$ cat src/rtl/layer_sequencer.sv
// layer_sequencer: handshaked producer of forward/backward layer numbers for the training loop.
// Optional wait-state watchdog is compiled in by defining LAYER_SEQ_TIMEOUT_EN.
module layer_sequencer #(
  parameter int LAYER_ADDR_WIDTH = 2,
  parameter int LAYER_MAX        = 2,
  parameter int SAMPLE_CNT_WIDTH = 10,
  parameter int TIMEOUT_CYCLES   = 1024
) (
  input  logic                        clk,
  input  logic                        rst,
  input  logic                        start,
  input  logic [SAMPLE_CNT_WIDTH-1:0] num_samples,
  output logic [LAYER_ADDR_WIDTH-1:0] fw_layer_number,
  output logic                        fw_layer_number_valid,
  input  logic                        fw_layer_number_ready,
  input  logic                        fw_ack,
  output logic [LAYER_ADDR_WIDTH-1:0] bw_layer_number,
  output logic                        bw_layer_number_valid,
  input  logic                        bw_layer_number_ready,
  input  logic                        bw_ack,
  output logic                        busy,
  output logic                        done,
  output logic [SAMPLE_CNT_WIDTH-1:0] sample_index,
  output logic                        proto_err,
  output logic                        timeout,
  output logic [2:0]                  state_dbg
);

  // Handshake: a layer number transfers on the rising edge where valid & ready are both 1.
  // valid is registered, rises the cycle after entering an ISSUE state, and holds with its
  // data until ready; ready may be high before valid. At most one layer number is in flight.

  localparam logic [LAYER_ADDR_WIDTH-1:0] K_MAX  = LAYER_ADDR_WIDTH'(LAYER_MAX);
  localparam logic [LAYER_ADDR_WIDTH-1:0] K_LAST = LAYER_ADDR_WIDTH'(LAYER_MAX - 1);

  typedef enum logic [2:0] {
    S_IDLE     = 3'd0,
    S_FW_ISSUE = 3'd1,
    S_FW_WAIT  = 3'd2,
    S_BW_ISSUE = 3'd3,
    S_BW_WAIT  = 3'd4,
    S_DONE     = 3'd5
  } state_t;

  state_t                        state, state_n;
  logic [LAYER_ADDR_WIDTH-1:0]   k, k_n;
  logic                          fw_valid_q, fw_valid_n;
  logic [LAYER_ADDR_WIDTH-1:0]   fw_layer_q, fw_layer_n;
  logic                          bw_valid_q, bw_valid_n;
  logic [LAYER_ADDR_WIDTH-1:0]   bw_layer_q, bw_layer_n;
  logic [SAMPLE_CNT_WIDTH-1:0]   samples_q, samples_n;
  logic [SAMPLE_CNT_WIDTH-1:0]   sample_idx_q, sample_idx_n;
  logic [SAMPLE_CNT_WIDTH-1:0]   sample_inc;
  logic                          proto_err_q, proto_err_n;
  logic                          done_q, done_n;

`ifdef LAYER_SEQ_TIMEOUT_EN
  localparam int CW = $clog2(TIMEOUT_CYCLES + 1);
  logic [CW-1:0] wait_cnt, wait_cnt_n;
  logic          timeout_q, timeout_n;
`else
  logic [31:0] unused_timeout_cfg;
  assign unused_timeout_cfg = 32'(TIMEOUT_CYCLES);
`endif

  assign sample_inc = sample_idx_q + SAMPLE_CNT_WIDTH'(1);

  always_comb begin
    state_n      = state;
    k_n          = k;
    fw_valid_n   = fw_valid_q;
    fw_layer_n   = fw_layer_q;
    bw_valid_n   = bw_valid_q;
    bw_layer_n   = bw_layer_q;
    samples_n    = samples_q;
    sample_idx_n = sample_idx_q;
    proto_err_n  = proto_err_q;
    done_n       = (state == S_DONE);
`ifdef LAYER_SEQ_TIMEOUT_EN
    timeout_n    = timeout_q;
    wait_cnt_n   = '0;
`endif
    case (state)
      S_IDLE: begin
        fw_valid_n = 1'b0;
        bw_valid_n = 1'b0;
        if (start) begin
          samples_n    = num_samples;
          sample_idx_n = '0;
          proto_err_n  = 1'b0;
`ifdef LAYER_SEQ_TIMEOUT_EN
          timeout_n    = 1'b0;
`endif
          k_n          = '0;
          state_n      = (num_samples == '0) ? S_DONE : S_FW_ISSUE;
        end
      end
      S_FW_ISSUE: begin
        if (!fw_valid_q) begin
          fw_valid_n = 1'b1;
          fw_layer_n = k;
        end else if (fw_layer_number_ready) begin
          fw_valid_n = 1'b0;
          state_n    = S_FW_WAIT;
        end
      end
      S_FW_WAIT: begin
        if (fw_ack) begin
          if (k < K_MAX) begin
            k_n     = k + LAYER_ADDR_WIDTH'(1);
            state_n = S_FW_ISSUE;
          end else begin
            k_n     = K_LAST;
            state_n = S_BW_ISSUE;
          end
        end
      end
      S_BW_ISSUE: begin
        if (!bw_valid_q) begin
          bw_valid_n = 1'b1;
          bw_layer_n = k;
        end else if (bw_layer_number_ready) begin
          bw_valid_n = 1'b0;
          state_n    = S_BW_WAIT;
        end
      end
      S_BW_WAIT: begin
        if (bw_ack) begin
          if (k != '0) begin
            k_n     = k - LAYER_ADDR_WIDTH'(1);
            state_n = S_BW_ISSUE;
          end else begin
            sample_idx_n = sample_inc;
            k_n          = '0;
            state_n      = (sample_inc == samples_q) ? S_DONE : S_FW_ISSUE;
          end
        end
      end
      S_DONE:  state_n = S_IDLE;
      default: state_n = S_IDLE;
    endcase

    // Acks outside their own WAIT state are dropped but remembered.
    if (fw_ack && (state != S_FW_WAIT)) proto_err_n = 1'b1;
    if (bw_ack && (state != S_BW_WAIT)) proto_err_n = 1'b1;

`ifdef LAYER_SEQ_TIMEOUT_EN
    if (((state == S_FW_WAIT) && !fw_ack) || ((state == S_BW_WAIT) && !bw_ack)) begin
      if (wait_cnt == CW'(TIMEOUT_CYCLES - 1)) begin
        timeout_n = 1'b1;
        state_n   = S_IDLE;
      end else begin
        wait_cnt_n = wait_cnt + CW'(1);
      end
    end
`endif
  end

  always_ff @(posedge clk or negedge rst) begin
    if (!rst) begin
      state        <= S_IDLE;
      k            <= '0;
      fw_valid_q   <= 1'b0;
      fw_layer_q   <= '0;
      bw_valid_q   <= 1'b0;
      bw_layer_q   <= '0;
      samples_q    <= '0;
      sample_idx_q <= '0;
      proto_err_q  <= 1'b0;
      done_q       <= 1'b0;
    end else begin
      state        <= state_n;
      k            <= k_n;
      fw_valid_q   <= fw_valid_n;
      fw_layer_q   <= fw_layer_n;
      bw_valid_q   <= bw_valid_n;
      bw_layer_q   <= bw_layer_n;
      samples_q    <= samples_n;
      sample_idx_q <= sample_idx_n;
      proto_err_q  <= proto_err_n;
      done_q       <= done_n;
    end
  end

`ifdef LAYER_SEQ_TIMEOUT_EN
  always_ff @(posedge clk or negedge rst) begin
    if (!rst) begin
      wait_cnt  <= '0;
      timeout_q <= 1'b0;
    end else begin
      wait_cnt  <= wait_cnt_n;
      timeout_q <= timeout_n;
    end
  end
  assign timeout = timeout_q;
`else
  assign timeout = 1'b0;
`endif

  assign fw_layer_number       = fw_layer_q;
  assign fw_layer_number_valid = fw_valid_q;
  assign bw_layer_number       = bw_layer_q;
  assign bw_layer_number_valid = bw_valid_q;
  assign busy                  = (state != S_IDLE);
  assign done                  = done_q;
  assign sample_index          = sample_idx_q;
  assign proto_err             = proto_err_q;
  assign state_dbg             = state;

endmodule

$ cat config.mk
export PLATFORM = sky130hd
export DESIGN_NAME = layer_sequencer
export DESIGN_NICKNAME = d
export VERILOG_FILES = /design/src/rtl/layer_sequencer.sv
export SDC_FILE = /design/constraint.sdc
export NUM_CORES = 1
export LEC_CHECK = 0
export ABC_AREA = 1
export CORE_MARGIN = 3
export CORE_UTILIZATION = 40
export DETAILED_ROUTE_END_ITERATION = 12
export MAX_ROUTING_LAYER = met4
export PLACE_DENSITY = 0.76
export SLEW_MARGIN = 30
export SYNTH_ARGS = -nofsm -noshare
export SYNTH_HDL_FRONTEND = slang
export SYNTH_SLANG_ARGS = --single-unit
$ cat constraint.sdc
create_clock -name clk -period 3.2 [get_ports clk]
set_input_delay 0.48 -clock clk [delete_from_list [all_inputs] [get_ports clk]]
set_output_delay 0.48 -clock clk [all_outputs]
set_load 0.01 [all_outputs]
==> results of run 1 <==
[sequential cells by signal (all words and copies together) (netlist names)]
signal                 cells
sample_index              10
bw_layer_number            2
bw_layer_number_valid      1
samples_q                 10
fw_layer_number_valid      1
proto_err                  1
done                       1
fw_layer_number            2
k                          2
state_dbg                  3
[critical path, delay by kind of cell, from the launching register on]
kind | cells | cell delay [ns]
flops | 1 | 0.41
buf+inv | 3 | 0.82
simple gates | 2 | 0.33
[per-stage QoR]
step / std cells / instance area, um^2
final: 335 / 2330
after global placement: 328 / 2250
after CTS: 335 / 2330
after floorplan: 241 / 1820
after global routing: 335 / 2330
after detailed placement: 328 / 2250
[final cells by class]
class | instances | area [um^2]
Multi-Input combinational cell | 169 | 832
Inverter | 37 | 139
Timing Repair Buffer | 39 | 388
Fill cell | 392 | 1840
Clock buffer | 7 | 86.3
Tap cell | 50 | 62.6
Sequential cell | 33 | 826
[report_power, final]
| group | switching [W] | leakage (nW) | total, W | internal (W) |
|---|---|---|---|---|
| Sequential | 0.000106 | 0.427 | 0.000661 | 0.000556 |
| Clock | 0.000150 | 0.0443 | 0.000320 | 0.000171 |
| Combinational | 0.000502 | 0.626 | 0.000839 | 0.000338 |
[Yosys cell counts, types with 2 or more instances]
| cell | n | share of area (%) |
|---|---|---|
| nor2_1 | 18 | 3.7 |
| nand4_1 | 3 | 1.0 |
| nor3_1 | 3 | 0.83 |
| dfrtp_1 | 33 | 45 |
| o22ai_1 | 8 | 2.8 |
| nor4_1 | 2 | 0.69 |
| nand2_1 | 76 | 16 |
| inv_2 | 4 | 0.83 |
| nand2_4 | 2 | 1.2 |
| nand3_1 | 15 | 4.1 |
| a21oi_1 | 4 | 1.1 |
| inv_1 | 33 | 6.8 |
| o21ai_0 | 17 | 4.7 |
| nand2_2 | 5 | 1.7 |
| nor2_4 | 3 | 1.9 |
[layer usage]
metal | share of wire (%) | track usage [%]
met5 | 0 | -
met4 | 1.8 | 6.64
met3 | 4.0 | 3.42
met2 | 48 | 28.6
met1 | 46 | 20.5
[cell families after synthesis]
| family | Yosys count | synth area share [%] |
|---|---|---|
| and+or+nand+nor | 132 | 33.8 |
| buffers and inverters | 39 | 8.68 |
| AOI/OAI and AO/OA | 34 | 10.7 |
| DFF | 33 | 45.5 |
| xor gates and xnor gates | 1 | 0.483 |
| adders and majority gates | 1 | 0.689 |
| other | 1 | 0.207 |
[path summary, 6_finish.rpt]
check,end,slack (ns),cells past startpoint
setup / recovery,busy,0.86,5
hold / removal,proto_err,0.49,2
setup reg to reg,proto_err,1.41,8
hold reg to reg,proto_err,0.49,2
max in group asynchronous,fw_layer_number_valid,2.30,2
min in group asynchronous,sample_index[1],0.59,2
==> metrics.md, run 1 <==
| Metric | Value |
|---|---|
| Status | finished clean |
| Critical path cell sequence | inv_1 -> nand2_2 -> nor2_1 -> inv_1 -> clkdlybuf4s50_1 |
| Antenna Cells | 0 |
| Drt pass-1 iters | 4 |
| HP Class | register to register |
| Post-CTS Setup Repair Bufs | 0 |
| CTS tree | built |
| Post-CTS resize count | 0 |
| Synth Register Bits | 33 |
| RSZ-0062 raised after global routing | no |
| Synth Net Count | 259 |
| Final core utilization | 55.9% |
| Period utilisation layout | 73.0% |
| First-pass GRT wire length | 6.87 mm |
| H-tree depth | 2 |
| MaxCap Viol Count | 0 |
| DRC | 0 |
| CTS Hold Bufs | 0 |
| CP required | 2.72 ns |
| Seq/Total Area, Yosys | 45.5% |
| Clock-pin slew on the worst setup and hold paths | 0.06 ns |
| Crit-path slowest cell | clkdlybuf4s50_1 |
| Worst setup startpoint | state_dbg[0] |
| Total power | 0.00182 W |
| Most frequent cells in the layout | 76 x nand2_1, 38 x clkdlybuf4s50_1, 33 x inv_1, 33 x dfrtp_1, 18 x nor2_1 |
| Synth Instances | 241 |
| Min-delay src | proto_err |
| GRT Util Overall | 17.2% |
| Die Footprint | 5380 um^2 |
| Max FO, Critical Path | 5 |
| Number of antenna violations at the first check in global routing | 0 |
| CORE AREA | 4170 um^2 |
| Die H | 73.4 um |
| Chip Width | 73.4 um |
| Netlist cell types | 30 |
| Setup_tns | 0 ns |
| Most common cell after layout, fill and taps aside | nand2_1 |
| F_max | 428 MHz |
| Clk sink count | 33 |
| P_leak | 1.10 nW |
| Max stage delay on crit path | 0.51 ns |
| Pre-CTS setup slack | 1.21 ns |
| Power density cells | 780 nW/um^2 |
| DR iter-0 viols | 122 |
| Slew Viols, Final | 0 |
| Nets | 303 |
| Max clock buf depth | 2 |
| Routability Congestion | 0.882 |
| Fin. Hold Viols | 0 |
| Number of synthesis warnings | 0 |
| Routed vias | 1,647 |
| Post-synthesis cell area | 1820 um^2 |
| Main synth FF type | dfrtp_1 |
| Detailed placement HPWL | 3.13 mm |
| Final worst slack | 0.863 ns |
| Crit end category | output port |
| Via-to-Cell Ratio | 4.92 |
| CTS buffer count | 5 |
| Mapped Avg Cell Area | 7.53 um^2 |
| Fraction of registers with async set/reset | 100% |
| Crit-path most repeated cell | inv_1 |
| Avg WL per Cell | 12.2 um |
| Largest net degree at the start of global routing | 34 |
| Number of port buffers | 38 |
| Max rail drop VDD | 0.602 mV |
| Tmin final | 2.34 ns |
| Crit path kind | register to output port |
| EDFF count, synth | 0 |
| Vias in the first global route | 1,570 |
| Clk_skew | 0.00663 ns |
| Placement Rows | 23 |
| GR Overflow Total | 0 |
| Share of layout cells above drive strength 1 | 9.47% |
| Root Buffer | clkbuf_8 |
| Startpoint class of the critical path | register |
| Synthesis-to-layout area growth | 28.5% |
| Hold WS | 0.485 ns |
| Critical Path AT | 1.86 ns |
| Post-route ant nets | 0 |
| Worst-Skew Late Latency | 0.29 ns |
| Setup-failing EPs final | 0 |
| Reg2Reg Launch Point | state_dbg[0] |
| Final WL | 4.08 mm |
| # IOs | 40 |
| Initial core utilization | 43.5% |
Note: power is estimated with default switching activity, not from simulation.
==> run 2: changes to the inputs <==
- PLACE_DENSITY: 0.76 -> 0.78
- clock period: 3.2 -> 2.1 ns (I/O delays scaled with it)
==> metrics.md, run 2 (same netlist as run 1, synthesis figures left out) <==
| Metric | Value |
|---|---|
| Status | finished clean |
| Reg2Reg Launch Point | sample_index[0] |
| Final worst slack | 0.358 ns (-0.506 ns) |
| Fillers | 392 (unchanged) |
| CTS tree | built |
| Sw frac | 42.0% (+0.42 points) |
| Post-Layout Cell Count | 337 (+0.60%) |
| Power density cells | 1180 nW/um^2 (+51%) |
| Placement Rows | 23 (unchanged) |
| Number of antenna violations at the first check in global routing | 0 (unchanged) |
| First-pass GRT wire length | 6.98 mm (+1.7%) |
| Worst-Skew Late Latency | 0.30 ns (about the same) |
| Critical path cell sequence | ha_1 -> nand2_1 -> inv_1 -> nand2_1 -> nand3_1 -> nand2_1 -> nor2_1 -> nand2_1 -> nor2_1 -> nand2_1 -> nand2_1 -> nand2_1 -> nand2_1 |
| Most common cell after layout, fill and taps aside | nand2_1 |
| P_leak | 1.11 nW (+1.0%) |
| DR iter-0 viols | 98 (-20%) |
| Most Used Layer, Global Route | met2 |
| GRT Util Overall | 17.6% (+0.38 points) |
| Avg WL per Cell | 12.0 um (-1.1%) |
| Register share of total power | 36.6% (+0.3 points) |
| CORE AREA | 4170 um^2 (unchanged) |
| # IOs | 40 (unchanged) |
| Clock power frac | 17.0% (-0.6 points) |
| Clk sink count | 33 (unchanged) |
| Routed vias | 1,681 (+2.1%) |
| Antenna Cells | 0 (unchanged) |
| Crit-path most repeated cell | nand2_1 |
| Setup-failing EPs final | 0 (unchanged) |
| Chip Width | 73.4 um (unchanged) |
| CTS buffer count | 5 (unchanged) |
| Pre-CTS setup slack | 0.373 ns (-0.832 ns) |
| Clk_skew | 0.00752 ns (+0.000888 ns) |
| Tmin final | 1.74 ns |
| Clock-pin slew on the worst setup and hold paths | 0.07 ns (about the same) |
| HP Class | input port to asynchronous set/reset pin |
| RSZ-0062 raised after global routing | no |
| Number of port buffers | 38 (unchanged) |
| F_max | 574 MHz |
| Synthesis-to-layout area growth | 28.9% |
| Vias in the first global route | 1,587 (+1.1%) |
| Crit path kind | register to register |
| H-tree depth | 2 (unchanged) |
| Period utilisation layout | 83.0% |
| Detailed placement HPWL | 3.13 mm (about the same) |
| Startpoint class of the critical path | register |
| Most frequent cells in the layout | 76 x nand2_1, 37 x clkdlybuf4s50_1, 33 x inv_1, 33 x dfrtp_1, 18 x nor2_1 |
| Grt met2 use | 26.7% (-1.9 points) |
| Crit-path slowest cell | dfrtp_1 |
| Dpl cells | 329 (+0.30%) |
| Via-to-Cell Ratio | 4.99 (+1.5%) |
| GR Util met1 | 22.1% (+1.5 points) |
| Max clock buf depth | 2 (unchanged) |
| Max stage delay on crit path | 0.45 ns (-0.06 ns) |
| Fin. Hold Viols | 0 (unchanged) |
| Nets | 304 (+0.33%) |
| Post-CTS Setup Repair Bufs | 0 (unchanged) |
| Root Buffer | clkbuf_8 |
| MaxCap Viol Count | 0 (unchanged) |
| P_sw | 0.00116 W (+53%) |
| P_int | 0.00160 W (+51%) |
| M3 GR Usage | 6.16% (+2.7 points) |
| Die H | 73.4 um (unchanged) |
| Post-route ant nets | 0 (unchanged) |
| Max FO, Critical Path | 6 (+1) |
| CP required | 2.34 ns (-0.38 ns) |
| GR Overflow Total | 0 (unchanged) |
| DRC | 0 (unchanged) |
| Final WL | 4.05 mm (-0.54%) |
| Crit end category | register |
| Slew Viols, Final | 0 (unchanged) |
| Share of layout cells above drive strength 1 | 10.1% (+0.63 points) |
| Largest net degree at the start of global routing | 34 (unchanged) |
| Logic pwr share | 46.3% (+0.2 points) |
| Worst setup startpoint | sample_index[0] |
| Die Footprint | 5380 um^2 (unchanged) |
| Routability Congestion | 0.839 (-4.9%) |
| Critical Path AT | 1.98 ns (+0.12 ns) |
| Max rail drop VDD | 0.796 mV (+32%) |
| Initial core utilization | 43.5% (unchanged) |
| Drt pass-1 iters | 5 (+1) |
| Setup_tns | 0 ns (unchanged) |
-- run 2: layout make-up --
cell class / count / area, um^2 / area share (%)
clock inverter: 2 / 10.0 / 0.428
clock buffer: 6 / 72.6 / 3.10
tap: 50 / 62.6 / 2.67
timing repair buffer: 40 / 398 / 17.0
multi-input combinational: 169 / 832 / 35.6
inverter: 37 / 139 / 5.94
sequential: 33 / 826 / 35.3
-- run 2: critical path, delay by kind of cell, from the launching register on --
kind                       cells  cell delay (ns)
adders and majority gates      1             0.22
DFF                            1             0.45
and+or+nand+nor               11             0.90
buffers and inverters          1             0.13
-- run 2: metal layers --
layer | routed length (um) | up-vias
li1 | - | 863
met1 | 1850 | 761
met2 | 1900 | 52
met3 | 254 | 5
met4 | 55 | 0
met5 | 0 | -
-- run 2: power groups by stage --
stage / clock [W] / combinational [W] / sequential (W)
finish: 0.000471 / 0.00128 / 0.00101
floorplan: 0 / 0.000812 / 0.00103
detailed placement: 0 / 0.00130 / 0.00101
CTS: 0.000475 / 0.00131 / 0.00101
global placement: 0 / 0.00129 / 0.00102
global route: 0.000512 / 0.00147 / 0.00104
-- run 2: per-stage QoR --
stage | cell area [um^2] | total power, W | hold slack [ns] | util, %
2_1_floorplan | 1820 | 0.00184 | 0.0194 | -
3_3_place_gp | 2250 | 0.00230 | 0.470 | 54.0
3_5_place_dp | 2250 | 0.00231 | 0.480 | 54.0
4_1_cts | 2340 | 0.00280 | 0.429 | 56.0
5_1_grt | 2340 | 0.00302 | 0.457 | 56.1
6_report | 2340 | 0.00276 | 0.415 | 56.1
-- run 2: final timing paths --
kind	end	slack [ns]	cells after the start
setup / recovery	state_dbg[2]	0.36	13
max in group asynchronous	samples_q[5]	1.38	2
setup reg to reg	state_dbg[2]	0.36	13
hold / removal	sample_index[1]	0.42	2
hold reg to reg	proto_err	0.49	2
min in group clk	proto_err	0.49	2
-- run 2: what timing repair did --
| action | in CTS | in global routing |
|---|---|---|
| hold buffers | 0 | 0 |
| gates resized for setup | 0 | 1 |
| endpoints found under the setup margin | 0 | 1 |
